### config.mk
export PLATFORM = sky130hd
export DESIGN_NAME = spi_cmd_slave_flat
export DESIGN_NICKNAME = d
export VERILOG_FILES = /design/src/rtl/spi_cmd_pkg.sv /design/src/rtl/spi_cmd_slave_if.sv /design/src/rtl/spi_cmd_slave.sv /design/src/flat_wrapper.sv
export SDC_FILE = /design/constraint.sdc
export NUM_CORES = 1
export LEC_CHECK = 0
export BUFFER_PORTS_ARGS = -buffer_cell sky130_fd_sc_hd__buf_4
export CAP_MARGIN = 20
export CORE_MARGIN = 2
export CORE_UTILIZATION = 45
export CTS_CLUSTER_DIAMETER = 30
export DETAILED_ROUTE_END_ITERATION = 12
export GPL_TIMING_DRIVEN = 0
export PLACE_DENSITY = 0.73
export SLEW_MARGIN = 30
export SYNTH_ARGS = -nofsm -noshare
export SYNTH_HDL_FRONTEND = slang
export SYNTH_SLANG_ARGS = --single-unit
### constraint.sdc
create_clock -name clk210_p -period 7.5 [get_ports clk210_p]
set_input_delay 2.25 -clock clk210_p [delete_from_list [all_inputs] [get_ports clk210_p]]
set_output_delay 2.25 -clock clk210_p [all_outputs]
set_load 0.005 [all_outputs]
### src/rtl/spi_cmd_pkg.sv
// SPI command engine shared definitions: command/reply codes and FSM state encoding.
// Latency: n/a (definitions only).
// Backpressure: n/a. The host-side bench model imports the same codes.
package spi_cmd_pkg;

    // Host -> FPGA command words
    localparam logic [15:0] CMD_START   = 16'd1;
    localparam logic [15:0] CMD_WRITE   = 16'd2;
    localparam logic [15:0] CMD_READ    = 16'd3;
    localparam logic [15:0] CMD_SD_READ = 16'd5;
    localparam logic [15:0] CMD_STOP    = 16'd22;

    // FPGA -> host reply words
    localparam logic [15:0] RPL_SUCCESS = 16'd20;
    localparam logic [15:0] RPL_FAIL    = 16'd27;

    typedef enum logic [2:0] {
        ST_IDLE      = 3'd0,
        ST_GET_CMD   = 3'd1,
        ST_GET_ADDR  = 3'd2,
        ST_RD_WAIT   = 3'd3,
        ST_GET_WDATA = 3'd4,
        ST_GET_STOP  = 3'd5,
        ST_SD_STREAM = 3'd6,
        ST_ERR_STOP  = 3'd7
    } state_t;

    // Saturating 8-bit increment for the protocol error counter
    function automatic logic [7:0] sat_inc8(input logic [7:0] v);
        return (v == 8'hFF) ? v : v + 8'd1;
    endfunction

endpackage

### src/rtl/spi_cmd_slave_if.sv
// Bus bundle between the SPI word shifter, the command engine and the register memory map.
// Latency: n/a (wires only).
// Backpressure: none; word_rx_valid is a 1-cycle pulse and the host paces words.
//  spi_ss_p / word_rx_*      : from word shifter (host side)
//  word_tx_data              : reply preloaded for the next SPI word
//  mm_wr_* / mm_rd_*         : register memory-map access
//  fifo_*                    : SD stream FIFO (used only with SPI_SD_STREAM_EN)
interface spi_cmd_slave_if;
    import spi_cmd_pkg::*;

    logic        spi_ss_p;
    logic [15:0] word_rx_data;
    logic        word_rx_valid;
    logic [15:0] word_tx_data;

    logic        mm_wr_en;
    logic [15:0] mm_wr_addr;
    logic [15:0] mm_wr_data;
    logic        mm_rd_en;
    logic [15:0] mm_rd_addr;
    logic [15:0] mm_rd_data;

    logic        fifo_rd_en;
    logic [15:0] fifo_data;
    logic        fifo_empty;

    // Command engine side
    modport slave (
        input  spi_ss_p, word_rx_data, word_rx_valid, mm_rd_data, fifo_data, fifo_empty,
        output word_tx_data, mm_wr_en, mm_wr_addr, mm_wr_data, mm_rd_en, mm_rd_addr, fifo_rd_en
    );

    // Environment side (shifter + memory map + FIFO)
    modport master (
        output spi_ss_p, word_rx_data, word_rx_valid, mm_rd_data, fifo_data, fifo_empty,
        input  word_tx_data, mm_wr_en, mm_wr_addr, mm_wr_data, mm_rd_en, mm_rd_addr, fifo_rd_en
    );

endinterface

### src/rtl/spi_cmd_slave.sv
// SPI command engine: decodes START/cmd/addr/data/STOP words, drives memory-map reads/writes,
// preloads each reply word. Latency: write strobe 1 cycle after data word; read reply loaded
// RD_LAT+1 cycles after address word. Backpressure: none, host guarantees >=6-cycle word gap.
//  Ports: clk210_p (only clock), reset_p (async, active high), bus (spi_cmd_slave_if.slave),
//         err_cnt (saturating protocol error count), busy (FSM not IDLE).
//  Optional feature macro: SPI_SD_STREAM_EN enables the SD_READ burst command.
module spi_cmd_slave
    import spi_cmd_pkg::*;
#(
    parameter int RD_LAT    = 2,    // memory-map read latency, 1..4
    parameter int WORDS_BLK = 509   // words per SD burst
) (
    input  logic            clk210_p,
    input  logic            reset_p,
    spi_cmd_slave_if.slave  bus,
    output logic [7:0]      err_cnt,
    output logic            busy
);

    localparam logic [2:0] RD_CNT_INIT = 3'(RD_LAT - 1);

    state_t      state_q, state_d;
    logic [15:0] tx_q, tx_d;
    logic [7:0]  err_q;
    logic        err_inc;
    logic        cmd_rd_q, cmd_rd_d;
    logic [15:0] wr_addr_q, wr_addr_d;
    logic [15:0] wr_data_q, wr_data_d;
    logic        wr_en_q, wr_en_d;
    logic [15:0] rd_addr_q, rd_addr_d;
    logic        rd_strobe;
    logic [2:0]  rd_cnt_q, rd_cnt_d;
    logic        ss_q;
    logic        abort;
    logic        rx_vld;
    logic [15:0] rx;
    logic        fifo_pop;

`ifdef SPI_SD_STREAM_EN
    localparam int SD_W = $clog2(WORDS_BLK + 1);
    logic [SD_W-1:0] sd_cnt_q, sd_cnt_d;
`else
    logic unused_fifo;
    assign unused_fifo = ^{bus.fifo_data, bus.fifo_empty, 32'(WORDS_BLK)};
`endif

    assign rx_vld = bus.word_rx_valid;
    assign rx     = bus.word_rx_data;

    // Slave-select rising edge (deassert) aborts whatever is in flight; it
    // dominates a word arriving in the same cycle.
    assign abort = bus.spi_ss_p & ~ss_q;

    always_comb begin
        state_d   = state_q;
        tx_d      = tx_q;
        err_inc   = 1'b0;
        cmd_rd_d  = cmd_rd_q;
        wr_addr_d = wr_addr_q;
        wr_data_d = wr_data_q;
        wr_en_d   = 1'b0;
        rd_addr_d = rd_addr_q;
        rd_strobe = 1'b0;
        rd_cnt_d  = rd_cnt_q;
        fifo_pop  = 1'b0;
`ifdef SPI_SD_STREAM_EN
        sd_cnt_d  = sd_cnt_q;
`endif
        if (abort) begin
            state_d = ST_IDLE;
            tx_d    = 16'h0000;
        end else begin
            case (state_q)
                ST_IDLE: begin
                    tx_d = 16'h0000;
                    if (rx_vld) begin
                        if (rx == CMD_START) begin
                            tx_d    = RPL_SUCCESS;
                            state_d = ST_GET_CMD;
                        end else begin
                            tx_d    = RPL_FAIL;
                            err_inc = 1'b1;
                            state_d = ST_ERR_STOP;
                        end
                    end
                end
                ST_GET_CMD: begin
                    if (rx_vld) begin
                        case (rx)
                            CMD_WRITE, CMD_READ: begin
                                cmd_rd_d = (rx == CMD_READ);
                                tx_d     = RPL_SUCCESS;
                                state_d  = ST_GET_ADDR;
                            end
`ifdef SPI_SD_STREAM_EN
                            CMD_SD_READ: begin
                                tx_d     = RPL_SUCCESS;
                                sd_cnt_d = '0;
                                state_d  = ST_SD_STREAM;
                            end
`endif
                            default: begin
                                tx_d    = RPL_FAIL;
                                err_inc = 1'b1;
                                state_d = ST_ERR_STOP;
                            end
                        endcase
                    end
                end
                ST_GET_ADDR: begin
                    if (rx_vld) begin
                        if (cmd_rd_q) begin
                            // Strobe the read in the address cycle itself so the
                            // reply is ready well before the next word.
                            rd_strobe = 1'b1;
                            rd_addr_d = rx;
                            rd_cnt_d  = RD_CNT_INIT;
                            state_d   = ST_RD_WAIT;
                        end else begin
                            wr_addr_d = rx;
                            tx_d      = RPL_SUCCESS;
                            state_d   = ST_GET_WDATA;
                        end
                    end
                end
                ST_RD_WAIT: begin
                    if (rx_vld) begin
                        // Host did not leave room for the read: flag it, keep old reply.
                        err_inc = 1'b1;
                        state_d = ST_ERR_STOP;
                    end else if (rd_cnt_q == 3'd0) begin
                        tx_d    = bus.mm_rd_data;
                        state_d = ST_GET_STOP;
                    end else begin
                        rd_cnt_d = rd_cnt_q - 3'd1;
                    end
                end
                ST_GET_WDATA: begin
                    if (rx_vld) begin
                        wr_data_d = rx;
                        wr_en_d   = 1'b1;
                        tx_d      = RPL_SUCCESS;
                        state_d   = ST_GET_STOP;
                    end
                end
                ST_GET_STOP, ST_ERR_STOP: begin
                    if (rx_vld) begin
                        tx_d    = 16'h0000;
                        state_d = ST_IDLE;
                    end
                end
                ST_SD_STREAM: begin
`ifdef SPI_SD_STREAM_EN
                    if (rx_vld) begin
                        if (bus.fifo_empty) begin
                            tx_d    = RPL_FAIL;
                            state_d = ST_GET_STOP;
                        end else begin
                            tx_d     = bus.fifo_data;
                            fifo_pop = 1'b1;
                            sd_cnt_d = sd_cnt_q + 1'b1;
                            if (sd_cnt_q == SD_W'(WORDS_BLK - 1))
                                state_d = ST_GET_STOP;
                        end
                    end
`else
                    state_d = ST_IDLE;
`endif
                end
                default: state_d = ST_IDLE;
            endcase
        end
    end

    always_ff @(posedge clk210_p or posedge reset_p) begin
        if (reset_p) begin
            state_q   <= ST_IDLE;
            tx_q      <= 16'h0000;
            err_q     <= 8'h00;
            cmd_rd_q  <= 1'b0;
            wr_addr_q <= 16'h0000;
            wr_data_q <= 16'h0000;
            wr_en_q   <= 1'b0;
            rd_addr_q <= 16'h0000;
            rd_cnt_q  <= 3'd0;
            ss_q      <= 1'b1;
        end else begin
            state_q   <= state_d;
            tx_q      <= tx_d;
            if (err_inc)
                err_q <= sat_inc8(err_q);
            cmd_rd_q  <= cmd_rd_d;
            wr_addr_q <= wr_addr_d;
            wr_data_q <= wr_data_d;
            wr_en_q   <= wr_en_d;
            rd_addr_q <= rd_addr_d;
            rd_cnt_q  <= rd_cnt_d;
            ss_q      <= bus.spi_ss_p;
        end
    end

`ifdef SPI_SD_STREAM_EN
    always_ff @(posedge clk210_p or posedge reset_p) begin
        if (reset_p)
            sd_cnt_q <= '0;
        else
            sd_cnt_q <= sd_cnt_d;
    end
    assign bus.fifo_rd_en = fifo_pop;
`else
    assign bus.fifo_rd_en = 1'b0;
`endif

    assign bus.word_tx_data = tx_q;
    assign bus.mm_wr_en     = wr_en_q;
    assign bus.mm_wr_addr   = wr_addr_q;
    assign bus.mm_wr_data   = wr_data_q;
    assign bus.mm_rd_en     = rd_strobe;
    assign bus.mm_rd_addr   = rd_strobe ? rx : rd_addr_q;
    assign err_cnt          = err_q;
    assign busy             = (state_q != ST_IDLE);

endmodule

### src/flat_wrapper.sv
// flat-port wrapper written by rule: the top's interface ports become plain ports
module spi_cmd_slave_flat import spi_cmd_pkg::*;
#(
    parameter int RD_LAT    = 2,                                    
    parameter int WORDS_BLK = 509                        
)
  (clk210_p, reset_p, err_cnt, busy, bus_spi_ss_p, bus_word_rx_data, bus_word_rx_valid, bus_mm_rd_data, bus_fifo_data, bus_fifo_empty, bus_word_tx_data, bus_mm_wr_en, bus_mm_wr_addr, bus_mm_wr_data, bus_mm_rd_en, bus_mm_rd_addr, bus_fifo_rd_en);
  spi_cmd_slave_if bus_i ();
  input  logic clk210_p;
  input  logic reset_p;
  output logic [7:0] err_cnt;
  output logic busy;
  input wire logic [$bits(bus_i.spi_ss_p)-1:0] bus_spi_ss_p;
  input wire logic [$bits(bus_i.word_rx_data)-1:0] bus_word_rx_data;
  input wire logic [$bits(bus_i.word_rx_valid)-1:0] bus_word_rx_valid;
  input wire logic [$bits(bus_i.mm_rd_data)-1:0] bus_mm_rd_data;
  input wire logic [$bits(bus_i.fifo_data)-1:0] bus_fifo_data;
  input wire logic [$bits(bus_i.fifo_empty)-1:0] bus_fifo_empty;
  output wire logic [$bits(bus_i.word_tx_data)-1:0] bus_word_tx_data;
  output wire logic [$bits(bus_i.mm_wr_en)-1:0] bus_mm_wr_en;
  output wire logic [$bits(bus_i.mm_wr_addr)-1:0] bus_mm_wr_addr;
  output wire logic [$bits(bus_i.mm_wr_data)-1:0] bus_mm_wr_data;
  output wire logic [$bits(bus_i.mm_rd_en)-1:0] bus_mm_rd_en;
  output wire logic [$bits(bus_i.mm_rd_addr)-1:0] bus_mm_rd_addr;
  output wire logic [$bits(bus_i.fifo_rd_en)-1:0] bus_fifo_rd_en;
  assign bus_i.spi_ss_p = bus_spi_ss_p;
  assign bus_i.word_rx_data = bus_word_rx_data;
  assign bus_i.word_rx_valid = bus_word_rx_valid;
  assign bus_i.mm_rd_data = bus_mm_rd_data;
  assign bus_i.fifo_data = bus_fifo_data;
  assign bus_i.fifo_empty = bus_fifo_empty;
  assign bus_word_tx_data = bus_i.word_tx_data;
  assign bus_mm_wr_en = bus_i.mm_wr_en;
  assign bus_mm_wr_addr = bus_i.mm_wr_addr;
  assign bus_mm_wr_data = bus_i.mm_wr_data;
  assign bus_mm_rd_en = bus_i.mm_rd_en;
  assign bus_mm_rd_addr = bus_i.mm_rd_addr;
  assign bus_fifo_rd_en = bus_i.fifo_rd_en;
  spi_cmd_slave #(.RD_LAT(RD_LAT), .WORDS_BLK(WORDS_BLK)) u_core (.clk210_p(clk210_p), .reset_p(reset_p), .bus(bus_i), .err_cnt(err_cnt), .busy(busy));
endmodule
==> impl_metrics.json, run 1 <==
{
  "synth_seq_cells": 81,
  "clkPwrFrac_pct": 23.5,
  "period_share_pct": 80.2,
  "wirelength_um": 8550,
  "hp-class": "reg2reg",
  "tritoncts": "done",
  "rsz0062_at_grt": "false",
  "hold-path-cell-count": 2,
  "synth_edf_count": 0,
  "ctsHoldBuffers": 0,
  "cp.required_ps": 5250,
  "status": "complete, no violations",
  "num_io_pins": 129,
  "power_switching_uw": 515,
  "nNetsFinal": 497,
  "path_class": "in2out",
  "avgSynthCellArea_um2": 12.0,
  "cp_num_buf_inv": 3,
  "internal_power_uw": 1140,
  "critPathLaunchType": "input pin",
  "rr_worst_depth": 5,
  "syn_nets": 376,
  "cts_setup_buffers": 0,
  "p_per_area_nw_per_um2": 325,
  "synth_area_um2": 3850,
  "layout-drive-gt1-share_pct": 49.8,
  "holdPathEnd": "u_core.rd_cnt_q[1]",
  "firstDrtPassIters": 4,
  "antenna_left": 0,
  "power.share.switching_pct": 31.2,
  "gp_congestion": 0.894,
  "path_common_cell": "buf_4",
  "max_stage_delay_ps": 300,
  "first_iter_violations": 94,
  "r2r-end": "u_core.err_cnt[1]",
  "htreeDepth": 3,
  "grt_pass1_wl_um": 14200,
  "coreArea_um2": 8260,
  "cts.sinks": 81,
  "num_rows": 33,
  "place_ws_ps": 1480,
  "async_flop_share_pct": 100,
  "synth-warning-count": 0,
  "synthCells": 320,
  "crit_path_max_fanout": 10,
  "ys.flop_type": "dfrtp_1",
  "critical_path.endpoint_type": "output port",
  "grt_overflow": 0,
  "crit_arrival_ps": 3770,
  "root_buffer": "clkbuf_8",
  "post_drt_wl_per_cell_um": 15.5,
  "fp.dieW_um": 96.5,
  "timing.rr.start": "u_core.ss_q",
  "finalSetupViolCount": 0,
  "syn_to_final_growth_pct": 31.8,
  "comb_power_share_pct": 37.0,
  "io_buffers": 109,
  "fin_worst_skew_ps": 11.5,
  "chipHeight_um": 96.5,
  "pwr-share-seq_pct": 39.5,
  "fin_setup_tns_ps": 0,
  "grt_pass1_vias": 2976,
  "worst_slack_ps": 1480,
  "insertion_delay_ps": 350,
  "ir_worst_vdd_uv": 178,
  "dp_hpwl_um": 6210,
  "critical_path.top_delay_family": "simple AND/OR/NAND/NOR gates",
  "dieArea_um2": 9310,
  "synth_cell_types": 52,
  "initial_core_util_pct": 46.6,
  "whs_ps": 483,
  "slew_viol_final": 0,
  "cts_buffers": 9,
  "path_cells": "buf_4, and2b_1, nor2_4, nand3_1, buf_2, mux2_2, buf_4",
  "p_leak_uw": 0.00248,
  "cts-resized-gates": 0,
  "num_vias": 2895,
  "ff2ff_setup_slack_ps": 5540,
  "fmax_ghz": 0.166,
  "clk_pin_slew_ps": 80,
  "drc": 0,
  "ys_seq_area_share_pct": 52.7,
  "antenna_found_initial": 0,
  "cts_buffer_depth": 2,
  "maxCapViolCount": 0,
  "vias_per_cell": 5.25,
  "slowest_stage": "mux2_2",
  "diodes": 0,
  "min_from": "u_core.rd_cnt_q[1]",
  "grtUsageTotal_pct": 19.9,
  "grt_start_max_net_pins": 46,
  "finalHoldViolations": 0,
  "period_minus_slack_ps": 6020
}
==> power by group through the flow <==
stage / Clock, uW / Combinational, uW / Sequential [uW]
after global routing: 409 / 684 / 671
after CTS: 398 / 619 / 653
final: 388 / 611 / 652
after floorplan: 0 / 325 / 660
after global placement: 0 / 603 / 654
after detailed placement: 0 / 617 / 661
==> cells in the final DEF, fill, tap and decap left out, drive strengths merged, types with 3 or more instances in the layout <==
master,count
o21ai,21
inv,11
clkbuf,12
nor2b,5
nand2b,3
ha,3
nor2,9
mux2,67
xor2,5
nor4b,4
nand3,7
nand4,5
bufinv,3
dfrtp,80
o31ai,4
nand2,35
nor4,3
buf,125
a21oi,12
==> cells by family (layout without fill, tap and decap cells) <==
family,Yosys count,after routing,synth area share (%)
compound gates,53,53,9.40
xor+xnor,5,5,1.14
fa+ha+maj,3,3,0.975
buf+inv,27,153,3.64
flops,81,81,52.7
mux,68,68,20.0
other cells,1,1,0.0974
simple gates,82,82,12.1
==> worst max-delay path by stage <==
stage / start / to / cells past startpoint
after global placement: bus_spi_ss_p / bus_mm_rd_addr[14] / 7
final: bus_spi_ss_p / bus_mm_rd_addr[13] / 7
after CTS: bus_spi_ss_p / bus_mm_rd_addr[15] / 7
after floorplan: bus_word_rx_valid / bus_mm_rd_addr[0] / 6
after global routing: bus_spi_ss_p / bus_mm_rd_addr[14] / 7
after detailed placement: bus_spi_ss_p / bus_mm_rd_addr[13] / 7
==> metal layers <==
| metal | track usage (%) | vias to the layer above | part of all wire (%) |
|---|---|---|---|
| li1 | - | 1386 | - |
| met1 | 25.5 | 1401 | 44 |
| met2 | 32.2 | 99 | 46 |
| met3 | 5.51 | 9 | 8.3 |
| met5 | 0 | - | 0 |
| met4 | 7.75 | 0 | 1.4 |
==> registers in the layout, indices dropped and copies added, names as in the netlist <==
register	flops
u_core.bus.mm_wr_addr	16
u_core.rd_addr_q	16
u_core.bus.mm_wr_en	1
u_core.bus.mm_wr_data	16
u_core.bus.word_tx_data	16
u_core.ss_q	1
u_core.cmd_rd_q	1
u_core.err_cnt	8
u_core.rd_cnt_q	3
u_core.state_q	3
==> final cells by class <==
class / count / area, um2
Fill cell: 696 / 3180
Tap cell: 105 / 131
Inverter: 10 / 42.5
Buffer: 17 / 103
Clock buffer: 10 / 128
Sequential cell: 81 / 2030
Timing Repair Buffer: 110 / 846
Multi-Input combinational cell: 212 / 1680
Clock inverter: 6 / 115
==> synth_stat cells (2+ instances only) <==
cell      count  share of area, %
buf_2        10               1.3
nor4_2        3              0.98
or3_1         2              0.33
o21ai_1       9               1.2
a21oi_2       2              0.46
inv_1        10              0.98
o31ai_1       4              0.78
xor2_1        5               1.1
nand4_1       4              0.65
mux2_2       65                19
nor4b_1       4              0.91
o21ai_0      12               1.6
nor2_4        2              0.59
nand2_1      35               3.4
clkbuf_1      2              0.20
buf_6         2              0.59
nand2b_1      3              0.49
dfrtp_1      80                52
nand3_1       5              0.65
nand3_2       2              0.52
a21o_1        2              0.39
nor2_1        7              0.68
buf_4         3              0.59
ha_1          3              0.98
a211oi_1      2              0.39
nor2b_1       5              0.81
and4_1        2              0.46
a21oi_1      10               1.3
a22oi_1       2              0.39
==> metrics by stage <==
step / utilization (%) / instances / area, um2 / total power (uW)
after detailed placement: 58.5 / 535 / 4830 / 1280
after global routing: 61.4 / 551 / 5070 / 1760
after global placement: 58.1 / 534 / 4800 / 1260
after floorplan: - / 320 / 3850 / 985
after CTS: 61.4 / 551 / 5070 / 1670
final: 61.4 / 551 / 5070 / 1650
==> tightest hold or removal path: cells and delay by family (launching register included) <==
family / cells / cell delay (ps)
AND/OR/NAND/NOR: 1 / 50
AO/OA/AOI/OAI: 1 / 60
flip-flops: 1 / 340
Note: power is estimated with default switching activity, not from simulation.
==> run 2: changes to the inputs <==
PLACE_DENSITY = 0.75   (was 0.73)
clock period = 5.2 ns   (was 7.5 ns; I/O delays follow)
==> run 2 against run 1 <==
Die area unchanged. Hold slack better by 7.8 ps. Power up 41%. Core utilization down 0.32 points. Clock power up 29%. Combinational power up 45%. Critical endpoint is now bus_mm_rd_addr[14]. Largest power group unchanged.
==> impl_metrics.json, run 2 (synthesis gave the netlist of run 1 again) <==
{
  "wirelength_um": 8460,
  "finalSetupViolCount": 0,
  "chipHeight_um": 96.5,
  "cts_buffers": 9,
  "num_vias": 2896,
  "num_io_pins": 129,
  "ir_worst_vdd_uv": 230,
  "crit_arrival_ps": 3050,
  "cts_buffer_depth": 2,
  "antenna_found_initial": 0,
  "antenna_left": 0,
  "stdcell_area_um2": 5050,
  "fmax_ghz": 0.217,
  "path_class": "in2out",
  "slowest_stage": "mux2_2",
  "num_rows": 33,
  "final_util_pct": 61.1,
  "nNetsFinal": 497,
  "firstDrtPassIters": 4,
  "drc": 0,
  "post_drt_wl_per_cell_um": 15.4,
  "fin_setup_tns_ps": 0,
  "critical_path.top_delay_family": "simple AND/OR/NAND/NOR gates",
  "grt_overflow": 0,
  "slew_viol_final": 0,
  "initial_core_util_pct": 46.6,
  "path_cells": "buf_4, and2b_1, nor2_4, nand3_1, buf_2, mux2_2, buf_4",
  "insertion_delay_ps": 350,
  "tritoncts": "done",
  "period_share_pct": 88.7,
  "rr_worst_depth": 5,
  "whs_ps": 491,
  "final_cell_mix": "112 x buf_4, 80 x dfrtp_1, 65 x mux2_2",
  "root_buffer": "clkbuf_8",
  "vias_per_cell": 5.27,
  "finalHoldViolations": 0,
  "period_minus_slack_ps": 4610,
  "hp-class": "reg2reg",
  "layout-drive-gt1-share_pct": 49.9,
  "cts_setup_buffers": 0,
  "dpl-instance-area_um2": 4830,
  "diodes": 0,
  "ctsHoldBuffers": 0,
  "coreArea_um2": 8260,
  "power_uw": 2330,
  "critPathLaunchType": "input pin",
  "first_iter_violations": 113,
  "maxCapViolCount": 0,
  "grtUsageTotal_pct": 19.4,
  "cp.required_ps": 3640,
  "max_stage_delay_ps": 300,
  "final_common_cell": "buf_4",
  "p_per_area_nw_per_um2": 461,
  "fin_worst_skew_ps": 8.26,
  "clk_pin_slew_ps": 80,
  "rsz0062_at_grt": "false",
  "critical_path.endpoint_type": "output port",
  "grt_pass1_vias": 2827,
  "dieArea_um2": 9310,
  "hold-path-cell-count": 2,
  "status": "complete, no violations",
  "dp_hpwl_um": 6300,
  "fp.dieW_um": 96.5,
  "crit_cells": 7,
  "syn_to_final_growth_pct": 31.1,
  "htreeDepth": 3,
  "cts-resized-gates": 0,
  "gp_congestion": 0.868,
  "grt_start_max_net_pins": 52,
  "cp_num_buf_inv": 3,
  "p_leak_uw": 0.00247,
  "cts.sinks": 81,
  "grt_pass1_wl_um": 13900,
  "io_buffers": 109,
  "path_common_cell": "buf_4",
  "crit_path_max_fanout": 10
}
run 2: cell count changes in the layout (fill, tap and decap cells not counted):
cell / delta
clkbuf_1: -1
bufinv_16: -1
clkinvlp_4: +1
run 2: routing by layer:
metal	GRT usage, %	up-vias	routed length [um]
met2	30.0	96	3890
met3	6.83	13	717
met4	5.87	0	127
li1	-	1382	-
met5	0	-	0
met1	25.8	1405	3720
run 2: final timing paths:
kind / start / to / slack [ps]
max in group asynchronous: reset_p / u_core.ss_q / 3450
setup reg to reg: u_core.ss_q / u_core.err_cnt[1] / 3230
setup / recovery: bus_spi_ss_p / bus_mm_rd_addr[14] / 590
min in group asynchronous: reset_p / u_core.rd_addr_q[0] / 1170
hold reg to reg: u_core.bus.word_tx_data[0] / u_core.bus.word_tx_data[0] / 490
hold / removal: u_core.bus.word_tx_data[0] / u_core.bus.word_tx_data[0] / 490
run 2: cell type report:
| class | count | area, um2 |
|---|---|---|
| plain buffers | 17 | 103 |
| multi-input cells | 212 | 1680 |
| clock buffers | 9 | 124 |
| clock inverters | 6 | 92.6 |
| well taps | 105 | 131 |
| fillers | 708 | 3210 |
| inverters | 10 | 42.5 |
| flip-flops and latches | 81 | 2030 |
| repair buffers | 110 | 846 |
run 2: worst reg2reg max path, stage by stage, from the launching register on:
cell	delay, ps
dfstp_2	530
and2b_1	250
nor2_4	150
nand4_1	320
a2bb2oi_2	300
mux2_4	310
run 2: where the power goes:
part	switching, uW	internal, uW
Combinational	391	495
Sequential	119	821
Clock	231	270
run 2: per-stage QoR:
stage / instances / setup WS [ps]
floorplan: 320 / 962
global placement: 534 / 563
detailed placement: 535 / 566
CTS: 550 / 564
global route: 550 / 527
finish: 550 / 588
